**src/rtl/spc700_word_alu.sv**
```systemverilog
// SPC700 16-bit word ALU sequencer (ADDW/SUBW/CMPW/INCW/DECW).
// The operation uses one shared 8-bit add/sub slice: the low byte on one cycle, then the high byte on the next.
module spc700_word_alu (
   input  logic        CLK,
   input  logic        RST,
   input  logic        CE,
   input  logic        START,
   input  logic [2:0]  OP,
   input  logic [15:0] OPA,
   input  logic [15:0] OPB,
   input  logic [7:0]  PSW_IN,
   output logic        BUSY,
   output logic        DONE,
   output logic [15:0] RES,
   output logic [7:0]  PSW_OUT,
   output logic        WR_YA
);

   localparam logic [2:0] OP_ADDW = 3'd0;
   localparam logic [2:0] OP_SUBW = 3'd1;
   localparam logic [2:0] OP_CMPW = 3'd2;
   localparam logic [2:0] OP_INCW = 3'd3;
   localparam logic [2:0] OP_DECW = 3'd4;

   typedef enum logic [1:0] {S_IDLE, S_LO, S_HI} state_t;

   state_t      state_q, state_d;
   logic [2:0]  op_q, op_d;
   logic [15:0] a_q, a_d;
   logic [15:0] b_q, b_d;
   logic [7:0]  psw_q, psw_d;
   logic [7:0]  lo_q, lo_d;
   logic        c_q, c_d;
   logic        done_q, done_d;
   logic        wr_q, wr_d;
   logic [15:0] res_q, res_d;
   logic [7:0]  pswo_q, pswo_d;

   logic        add;
   logic        sel_hi;
   logic [10:0] slice;
   logic [15:0] word;

   // Returns {half carry, overflow, carry out, sum[7:0]}; B is inverted for subtraction.
   function automatic logic [10:0] byte_slice(input logic [7:0] a, input logic [7:0] b,
                                              input logic is_add, input logic ci);
      logic [7:0] bb;
      logic [8:0] s;
      logic [4:0] h;
      logic       vo;
      bb = is_add ? b : ~b;
      s  = {1'b0, a} + {1'b0, bb} + {8'd0, ci};
      h  = {1'b0, a[3:0]} + {1'b0, bb[3:0]} + {4'd0, ci};
      vo = (a[7] == bb[7]) && (s[7] != a[7]);
      return {h[4], vo, s[8], s[7:0]};
   endfunction

   function automatic logic [7:0] merge_psw(input logic [2:0] op, input logic [7:0] psw,
                                            input logic [15:0] r, input logic v,
                                            input logic h, input logic c);
      logic [7:0] p;
      logic       n;
      logic       z;
      p = psw;
      n = r[15];
      z = (r == 16'h0000);
      case (op)
         OP_ADDW, OP_SUBW: begin
            p[7] = n;
            p[6] = v;
            p[3] = h;
            p[1] = z;
            p[0] = c;
         end
         OP_CMPW: begin
            p[7] = n;
            p[1] = z;
            p[0] = c;
         end
         OP_INCW, OP_DECW: begin
            p[7] = n;
            p[1] = z;
         end
         default: ;
      endcase
      return p;
   endfunction

   assign add    = (op_q == OP_ADDW) || (op_q == OP_INCW);
   assign sel_hi = (state_q == S_HI);
   assign slice  = sel_hi ? byte_slice(a_q[15:8], b_q[15:8], add, c_q)
                          : byte_slice(a_q[7:0],  b_q[7:0],  add, ~add);
   assign word   = {slice[7:0], lo_q};

   always_comb begin
      state_d = state_q;
      op_d    = op_q;
      a_d     = a_q;
      b_d     = b_q;
      psw_d   = psw_q;
      lo_d    = lo_q;
      c_d     = c_q;
      res_d   = res_q;
      pswo_d  = pswo_q;
      done_d  = 1'b0;
      wr_d    = 1'b0;
      case (state_q)
         S_IDLE: begin
            if (START) begin
               state_d = S_LO;
               op_d    = OP;
               a_d     = OPA;
               psw_d   = PSW_IN;
               b_d     = (OP == OP_INCW || OP == OP_DECW) ? 16'h0001 : OPB;
            end
         end
         S_LO: begin
            lo_d    = slice[7:0];
            c_d     = slice[8];
            state_d = S_HI;
         end
         S_HI: begin
            state_d = S_IDLE;
            done_d  = 1'b1;
            if (op_q <= OP_DECW) begin
               res_d  = word;
               pswo_d = merge_psw(op_q, psw_q, word, slice[9], slice[10], slice[8]);
               wr_d   = (op_q != OP_CMPW);
            end else begin
               res_d  = a_q;
               pswo_d = psw_q;
            end
         end
         default: state_d = S_IDLE;
      endcase
   end

   always_ff @(posedge CLK or posedge RST) begin
      if (RST) begin
         state_q <= S_IDLE;
         op_q    <= 3'd0;
         a_q     <= 16'd0;
         b_q     <= 16'd0;
         psw_q   <= 8'd0;
         lo_q    <= 8'd0;
         c_q     <= 1'b0;
         done_q  <= 1'b0;
         wr_q    <= 1'b0;
         res_q   <= 16'd0;
         pswo_q  <= 8'd0;
      end else if (CE) begin
         state_q <= state_d;
         op_q    <= op_d;
         a_q     <= a_d;
         b_q     <= b_d;
         psw_q   <= psw_d;
         lo_q    <= lo_d;
         c_q     <= c_d;
         done_q  <= done_d;
         wr_q    <= wr_d;
         res_q   <= res_d;
         pswo_q  <= pswo_d;
      end
   end

   assign BUSY    = (state_q != S_IDLE);
   assign DONE    = done_q;
   assign WR_YA   = wr_q;
   assign RES     = res_q;
   assign PSW_OUT = pswo_q;

endmodule

```
**config.mk**
```make
export PLATFORM = sky130hd
export DESIGN_NAME = spc700_word_alu
export DESIGN_NICKNAME = d
export VERILOG_FILES = /design/src/rtl/spc700_word_alu.sv
export SDC_FILE = /design/constraint.sdc
export NUM_CORES = 1
export LEC_CHECK = 0
export ABC_AREA = 1
export CORE_AREA = 4 4 134 72
export DETAILED_ROUTE_END_ITERATION = 10
export DIE_AREA = 0 0 138 76
export PLACE_DENSITY = 0.82
export SYNTH_ARGS = -nofsm -noshare
export SYNTH_HDL_FRONTEND = slang
export SYNTH_SLANG_ARGS = --single-unit
```
**constraint.sdc**
```tcl
create_clock -name CLK -period 3.9 [get_ports CLK]
set_input_delay 0.585 -clock CLK [delete_from_list [all_inputs] [get_ports CLK]]
set_output_delay 0.585 -clock CLK [all_outputs]
set_load 0.1 [all_outputs]
```
==> results of run 1 <==
[cell usage after synthesis, types with 3 or more instances]
library cell / count / area, µm²
inv_2: 4 / 15.0
nand4_1: 5 / 31.3
nand2_4: 3 / 33.8
inv_1: 45 / 169
o21ai_1: 4 / 20.0
nand2_1: 184 / 691
dfrtp_1: 80 / 2000
nor2_1: 21 / 78.8
xor2_1: 18 / 158
fa_1: 3 / 60.1
a21oi_1: 19 / 95.1
nand2_2: 5 / 31.3
nand3_1: 37 / 185
ha_1: 16 / 200
o21ai_0: 56 / 280
nor3_1: 4 / 20.0
clkbuf_1: 11 / 41.3
buf_2: 6 / 30.0
nand3_2: 5 / 50.1
[power groups by stage]
stage | registers, mW | logic [mW] | clock network (mW)
2_1_floorplan | 2.14 | 1.60 | 0
3_3_place_gp | 1.36 | 3.12 | 0
4_1_cts | 1.36 | 3.19 | 0.900
6_report | 1.37 | 3.23 | 0.888
3_5_place_dp | 1.37 | 3.18 | 0
5_1_grt | 1.40 | 3.52 | 0.943
[worst min path at each step]
stage | from | to | slack [ns] | cells after the start
after floorplan | psw_q[3] | psw_q[3] | 0.44 | 2
final | RES[3] | RES[3] | 0.48 | 2
after detailed placement | psw_q[6] | psw_q[6] | 0.46 | 2
after CTS | psw_q[6] | psw_q[6] | 0.48 | 2
after global placement | PSW_OUT[7] | PSW_OUT[7] | 0.46 | 2
after global routing | RES[3] | RES[3] | 0.51 | 2
[metal layers]
metal  vias up  GRT usage (%)
met2       177           29.4
li1       1905              -
met4         0           4.54
met1      1846           34.2
met5         -              0
met3        13           7.52
[layout by cell type, fill, tap and decap left out, drive strengths merged, types with 4 or more instances in the layout]
cell type and n:
xor2 18, nor2 23, buf 6, inv 49, nand3 42, a21oi 21
nor3 4, nand4 5, clkbuf 11, ha 16, nand2 192, clkdlybuf4s50 73
dfrtp 80, o21ai 60
[sequential cells by signal, summed over array words and instances, names as in the netlist]
register	count
DONE	1
PSW_OUT	8
RES	16
WR_YA	1
a_q	16
b_q	16
c_q	1
lo_q	8
op_q	3
psw_q	8
state_q	2
[kinds of logic after synthesis]
logic type      count (synthesis)  synth area share (%)
simple gates                  271                  26.8
compound gates                 91                  11.2
buf+inv                        68                  6.30
fa+ha+maj                      19                  5.99
flops                          80                  46.1
xor+xnor                       18                  3.63
[cell type report]
cell class	instances	area share (%)
Multi-Input combinational cell	399	37.7
Sequential cell	80	36.4
Timing Repair Buffer	79	14.1
Clock buffer	11	4.24
Inverter	49	3.35
Tap cell	117	2.67
Clock inverter	5	1.48
[worst register-to-register path, stage by stage, from the launching register on]
cell     delay [ns]
dfrtp_1        0.43
nor2_2         0.19
inv_2          0.07
nand2_1        0.06
nand2_1        0.04
buf_4          0.20
xor2_1         0.17
fa_1           0.36
inv_1          0.12
fa_1           0.45
o21ai_1        0.18
nand2_1        0.10
nor2_2         0.11
nand2_1        0.05
nor2_1         0.11
nand3_1        0.10
nor2_1         0.10
nand3_1        0.09
a21oi_2        0.12
==> impl_results.md, run 1 <==
* DIE WIDTH at 138 µm
* Post-synth EDFFs at 0
* Setup ws final at 0.774 ns
* R2R Setup Slk at 0.77 ns
* # diodes at 0
* Sw Share at 51.7%
* Total global routing overflow at 0
* Post-CTS setup repair buffer count at 0
* Clk pin slew, worst setup/hold paths at 0.06 ns
* RR Endpoint: PSW_OUT[1]
* Crit-path max FO at 15
* Initial antenna violation count at 0
* Syn_area_per_cell at 7.95 µm²
* PostCTS Resize Cnt at 0
* Startpoint Class: register
* Critical path buffers and inverters at 3
* First-pass GRT wire length at 18.4 mm
* Wire per inst at 15.3 µm
* Clock Power Share at 16.2%
* Worst hold margin at 0.480 ns
* Clock Latency Late Sink at 0.34 ns
* Fin. Hold Viols at 0
* Worst IR Drop VDD at 0.583 mV
* Fillers at 726
* Final wirelength at 11.4 mm
* Syn Inst Count at 547
* Mapped Nets at 613
* Multi-input combinational cell area at 2070 µm²
* Max Clock Freq at 0.320 GHz
* H-tree levels at 3
* TritonCTS clock tree: done
* Via count at 3941
* Register Area at 2000 µm²
* CTS Hold Bufs at 0
* Switching power at 2.84 mW
* CP arrival at 3.39 ns
* Main synth FF type: dfrtp_1
* WL met3 at 1.10 mm
* Initial Util at 51.3%
* GRT Total Usage at 22.0%
* Distinct cells, synth at 35
* Vias/cell at 5.33
* CP required at 4.17 ns
* Delay of the slowest critical-path stage at 0.45 ns
* Max Cap Violations at 0
* Crit path kind: reg -> reg
* Synth async-reset ratio at 100%
* Top Metal Used: met4
* # rows at 24
* Synth Cell Area at 4350 µm²
* Final period util at 80.1%
* Final setup viols at 0
* Routability cong. at 0.975
* CP endpoint kind: register
* FF-to-FF path depth at 18
* Pint at 2.65 mW
* Nets at 684
* Levels on crit path at 18
* Slowest-stage cell, CP: fa_1
* Number of global-route vias before repair at 3626
* Ys Warns at 0
* Slew margin rel. at 34.1%
* Post-synthesis register bit count at 80
* Layout Area Growth over Synthesis at 26.4%
* Unrepaired setup endpoints after global routing: false
* WL met2 at 4.46 mm
* Number of max-slew violations in the final report at 0
* HP Class: reg -> reg
* Worst-case clock buffer depth at 2
* CP Capture Point: PSW_OUT[1]
* Share of layout cells above drive strength 1 at 7.06%
* Dpl cell area at 5180 µm²
* Tmin final at 3.13 ns
* Die area at 10500 µm²
* Leakage power at 2.76 nW
* Hpwl dp at 8.59 mm
* Number of remaining DRC errors at 0
* Port Buf Inserts at 73
* Sequential fraction of the synthesis area at 46.1%
* Largest net degree at the start of global routing at 81
* CTS sink cnt at 80
* Final core occ at 64.9%
* Worst Setup SP: op_q[0]
* Outcome: finished, final reports clean
* Total CTS buffers at 9
* Least-Margin Pin Slew at 0.985 ns
* Post-route cell area at 5490 µm²
* Die H at 76 µm
* Drt first-iter violations at 386
* Most frequent cell on the critical path: nand2_1
* Worst path cell trace: nor2_2, inv_2, nand2_1, nand2_1, buf_4, xor2_1, fa_1, inv_1, fa_1, o21ai_1, nand2_1, nor2_2, nand2_1, nor2_1, nand3_1, nor2_1, nand3_1, a21oi_2
* Final non-filler cell total at 740
* Comb pwr share at 58.9%
* WL met1 at 5.73 mm
* Root Driver: clkbuf_16
* Setup TNS at 0 ns
* Skew final at 0.00537 ns
* DRT antenna net count at 0
* Pre-CTS worst setup slack at 0.817 ns
* FF-to-FF Start: op_q[0]
* Power per cell area at 1000 nW/µm²
* Sequential share of power at 24.9%
* Total power at 5.49 mW
* Top Family by Delay on Critical Path: simple AND/OR/NAND/NOR gates
* 1st-pass router iterations at 5
* I/O Pins at 74
* Placed Instances at 724
* Core area at 8470 µm²
Note: power is estimated with default switching activity, not from simulation.
==> inputs of run 2 (changes only) <==
clock period = 3.1 ns   (was 3.9 ns; I/O delays follow)
==> run 2 against run 1 <==
- combinational power rose by 26%
- worst hold slack got worse by 0.0018 ns
- count of clock-buffer cells in the layout fell by 1
- critical path depth fell by 1
- via count fell by 0.63%
- global-route usage rose by 1.6 points
- first-iteration DRC count fell by 24%
- sequential share of layout area barely moved
- clock power rose by 39%
- fmax rose by 9.0%
- die area did not move
- largest cell class unchanged
==> impl_results.md, run 2 (synthesis gave the netlist of run 1 again) <==
* Outcome: finished, final reports clean
* Worst Setup SP: op_q[1]
* Core area at 8470 µm² (unchanged)
* Worst-case clock buffer depth at 2 (unchanged)
* CP arrival at 3.13 ns (-0.26 ns)
* Switching power at 3.63 mW (+28%)
* First-pass GRT wire length at 19.9 mm (+8.3%)
* Clock Latency Late Sink at 0.34 ns (about the same)
* Fillers at 748 (+3.0%)
* Skew final at 0.00766 ns (+0.00229 ns)
* Register Area at 2000 µm² (about the same)
* Die area at 10500 µm² (unchanged)
* Final setup viols at 0 (unchanged)
* Number of max-slew violations in the final report at 0 (unchanged)
* Unrepaired setup endpoints after global routing: false
* R2R Setup Slk at 0.23 ns (-0.54 ns)
* Vias/cell at 5.28 (-0.90%)
* CTS sink cnt at 80 (unchanged)
* Share of layout cells above drive strength 1 at 12.3% (+5.3 points)
* CP endpoint kind: register
* Crit-path max FO at 5 (-10)
* Largest net degree at the start of global routing at 52 (-36%)
* Total CTS buffers at 9 (unchanged)
* CP Capture Point: PSW_OUT[1]
* FF-to-FF path depth at 17 (-1)
* Fin. Hold Viols at 0 (unchanged)
* GRT Total Usage at 23.6% (+1.6 points)
* Setup TNS at 0 ns (unchanged)
* Leakage power at 2.82 nW (+2.4%)
* H-tree levels at 3 (unchanged)
* CP required at 3.37 ns (-0.80 ns)
* Slew margin rel. at 56.8% (+23 points)
* Dpl cell area at 5130 µm² (-0.92%)
* Total global routing overflow at 0 (unchanged)
* Root Driver: clkbuf_16
* Worst IR Drop VDD at 0.728 mV (+25%)
* Layout Area Growth over Synthesis at 26.5% (about the same)
* TritonCTS clock tree: done
* # rows at 24 (unchanged)
* DIE WIDTH at 138 µm (unchanged)
* Number of global-route vias before repair at 3768 (+3.9%)
* Total power at 7.02 mW (+28%)
* Pint at 3.39 mW (+28%)
* Least-Margin Pin Slew at 0.647 ns (-0.338 ns)
* Tmin final at 2.87 ns (-0.259 ns)
* Clk pin slew, worst setup/hold paths at 0.06 ns (about the same)
* Power per cell area at 1280 nW/µm² (+28%)
* Sw Share at 51.7% (about the same)
* Commonest non-fill, non-tap cell in the layout: nand2_1
* Max Cap Violations at 0 (unchanged)
* Port Buf Inserts at 73 (unchanged)
* Crit path kind: reg -> reg
* Routability cong. at 0.956 (-1.9%)
* Max Clock Freq at 0.349 GHz (+9.0%)
* Die H at 76 µm (unchanged)
* Comb pwr share at 57.9% (-1.0 points)
* Final wirelength at 11.9 mm (+4.7%)
* Sequential share of power at 24.6% (-0.3 points)
* Via count at 3916 (-0.63%)
* Final period util at 92.5% (+12 points)
* Post-route cell area at 5500 µm² (about the same)
* Drt first-iter violations at 295 (-24%)
* Initial Util at 51.3% (unchanged)
* Wire per inst at 16.0 µm (+4.4%)
* Number of remaining DRC errors at 0 (unchanged)
* 1st-pass router iterations at 5 (unchanged)
* RR Endpoint: PSW_OUT[1]
* HP Class: reg -> reg
* Initial antenna violation count at 0 (unchanged)
* DRT antenna net count at 0 (unchanged)
* Hpwl dp at 9.01 mm (+4.9%)
* Most frequent cells in the layout: nand2_1, dfrtp_1, o21ai_0
* Hold Crit Start: RES[3]
* Multi-input combinational cell area at 2080 µm² (+0.66%)
* FF-to-FF Start: op_q[1]
* Nets at 686 (+0.29%)
* Clock Power Share at 17.5% (+1.3 points)
* # diodes at 0 (unchanged)
* I/O Pins at 74 (unchanged)
* Startpoint Class: register
## run 2: changes by cell type in the layout (fill, tap and decap cells not counted), sizes merged
cell / previous run / this run
buf: 6 / 35
clkdlybuf4s50: 73 / 46
clkbuf: 11 / 10
clkinv: 2 / 0
inv: 49 / 51
bufinv: 2 / 3
## run 2: worst min-delay path by stage
stage                     cells after the start          to
after global routing                          2     RES[15]
after detailed placement                      2      RES[3]
after global placement                        2  PSW_OUT[7]
after floorplan                               2    psw_q[3]
after CTS                                     2      RES[3]
final                                         2      RES[3]
## run 2: final cells by class
type / instances / area share [%]
Multi-Input combinational cell: 399 / 37.9
Inverter: 49 / 3.35
Tap cell: 117 / 2.66
Timing Repair Buffer: 81 / 13.4
Clock buffer: 10 / 4.16
Sequential cell: 80 / 36.4
Clock inverter: 6 / 2.09
## run 2: critical path, stage by stage, from the launching register on
cell     delay (ns)
dfrtp_2        0.44
nor2_2         0.17
inv_2          0.07
nand2_1        0.06
nand2_1        0.07
xor2_1         0.15
fa_1           0.35
inv_1          0.11
fa_1           0.43
o21ai_2        0.19
nand2_2        0.09
nor2_2         0.11
nand2_1        0.05
nor2_1         0.10
nand3_1        0.09
nor2_1         0.10
nand3_1        0.10
a21oi_2        0.12
## run 2: repair_timing
action                     CTS  global route
buffers inserted             0             1
setup endpoints to repair    0             1
hold buffers                 0             0
gates resized for setup      0             4
## run 2: routing by layer
metal | part of all wire, % | vias up | global-route usage, %
met5 | 0 | - | 0
met4 | 1.0 | 0 | 5.13
met3 | 9.4 | 10 | 6.96
met2 | 39 | 163 | 30.4
met1 | 51 | 1830 | 38.2
li1 | - | 1913 | -
## run 2: metrics by stage
| stage | setup WS (ns) | util, % | hold slack [ns] | std cells |
|---|---|---|---|---|
| floorplan | 0.156 | - | 0.444 | 547 |
| global placement | 0.337 | 60.6 | 0.466 | 725 |
| detailed placement | 0.230 | 60.6 | 0.470 | 725 |
| CTS | 0.211 | 64.7 | 0.487 | 741 |
| global route | 0.0185 | 64.9 | 0.504 | 742 |
| finish | 0.233 | 64.9 | 0.478 | 742 |
## run 2: power by group through the flow
stage / combinational (mW) / sequential (mW) / clock [mW]
after floorplan: 2.01 / 2.69 / 0
after CTS: 3.99 / 1.72 / 1.24
after global routing: 4.44 / 1.77 / 1.30
after detailed placement: 3.96 / 1.74 / 0
final: 4.07 / 1.73 / 1.23
after global placement: 3.89 / 1.72 / 0
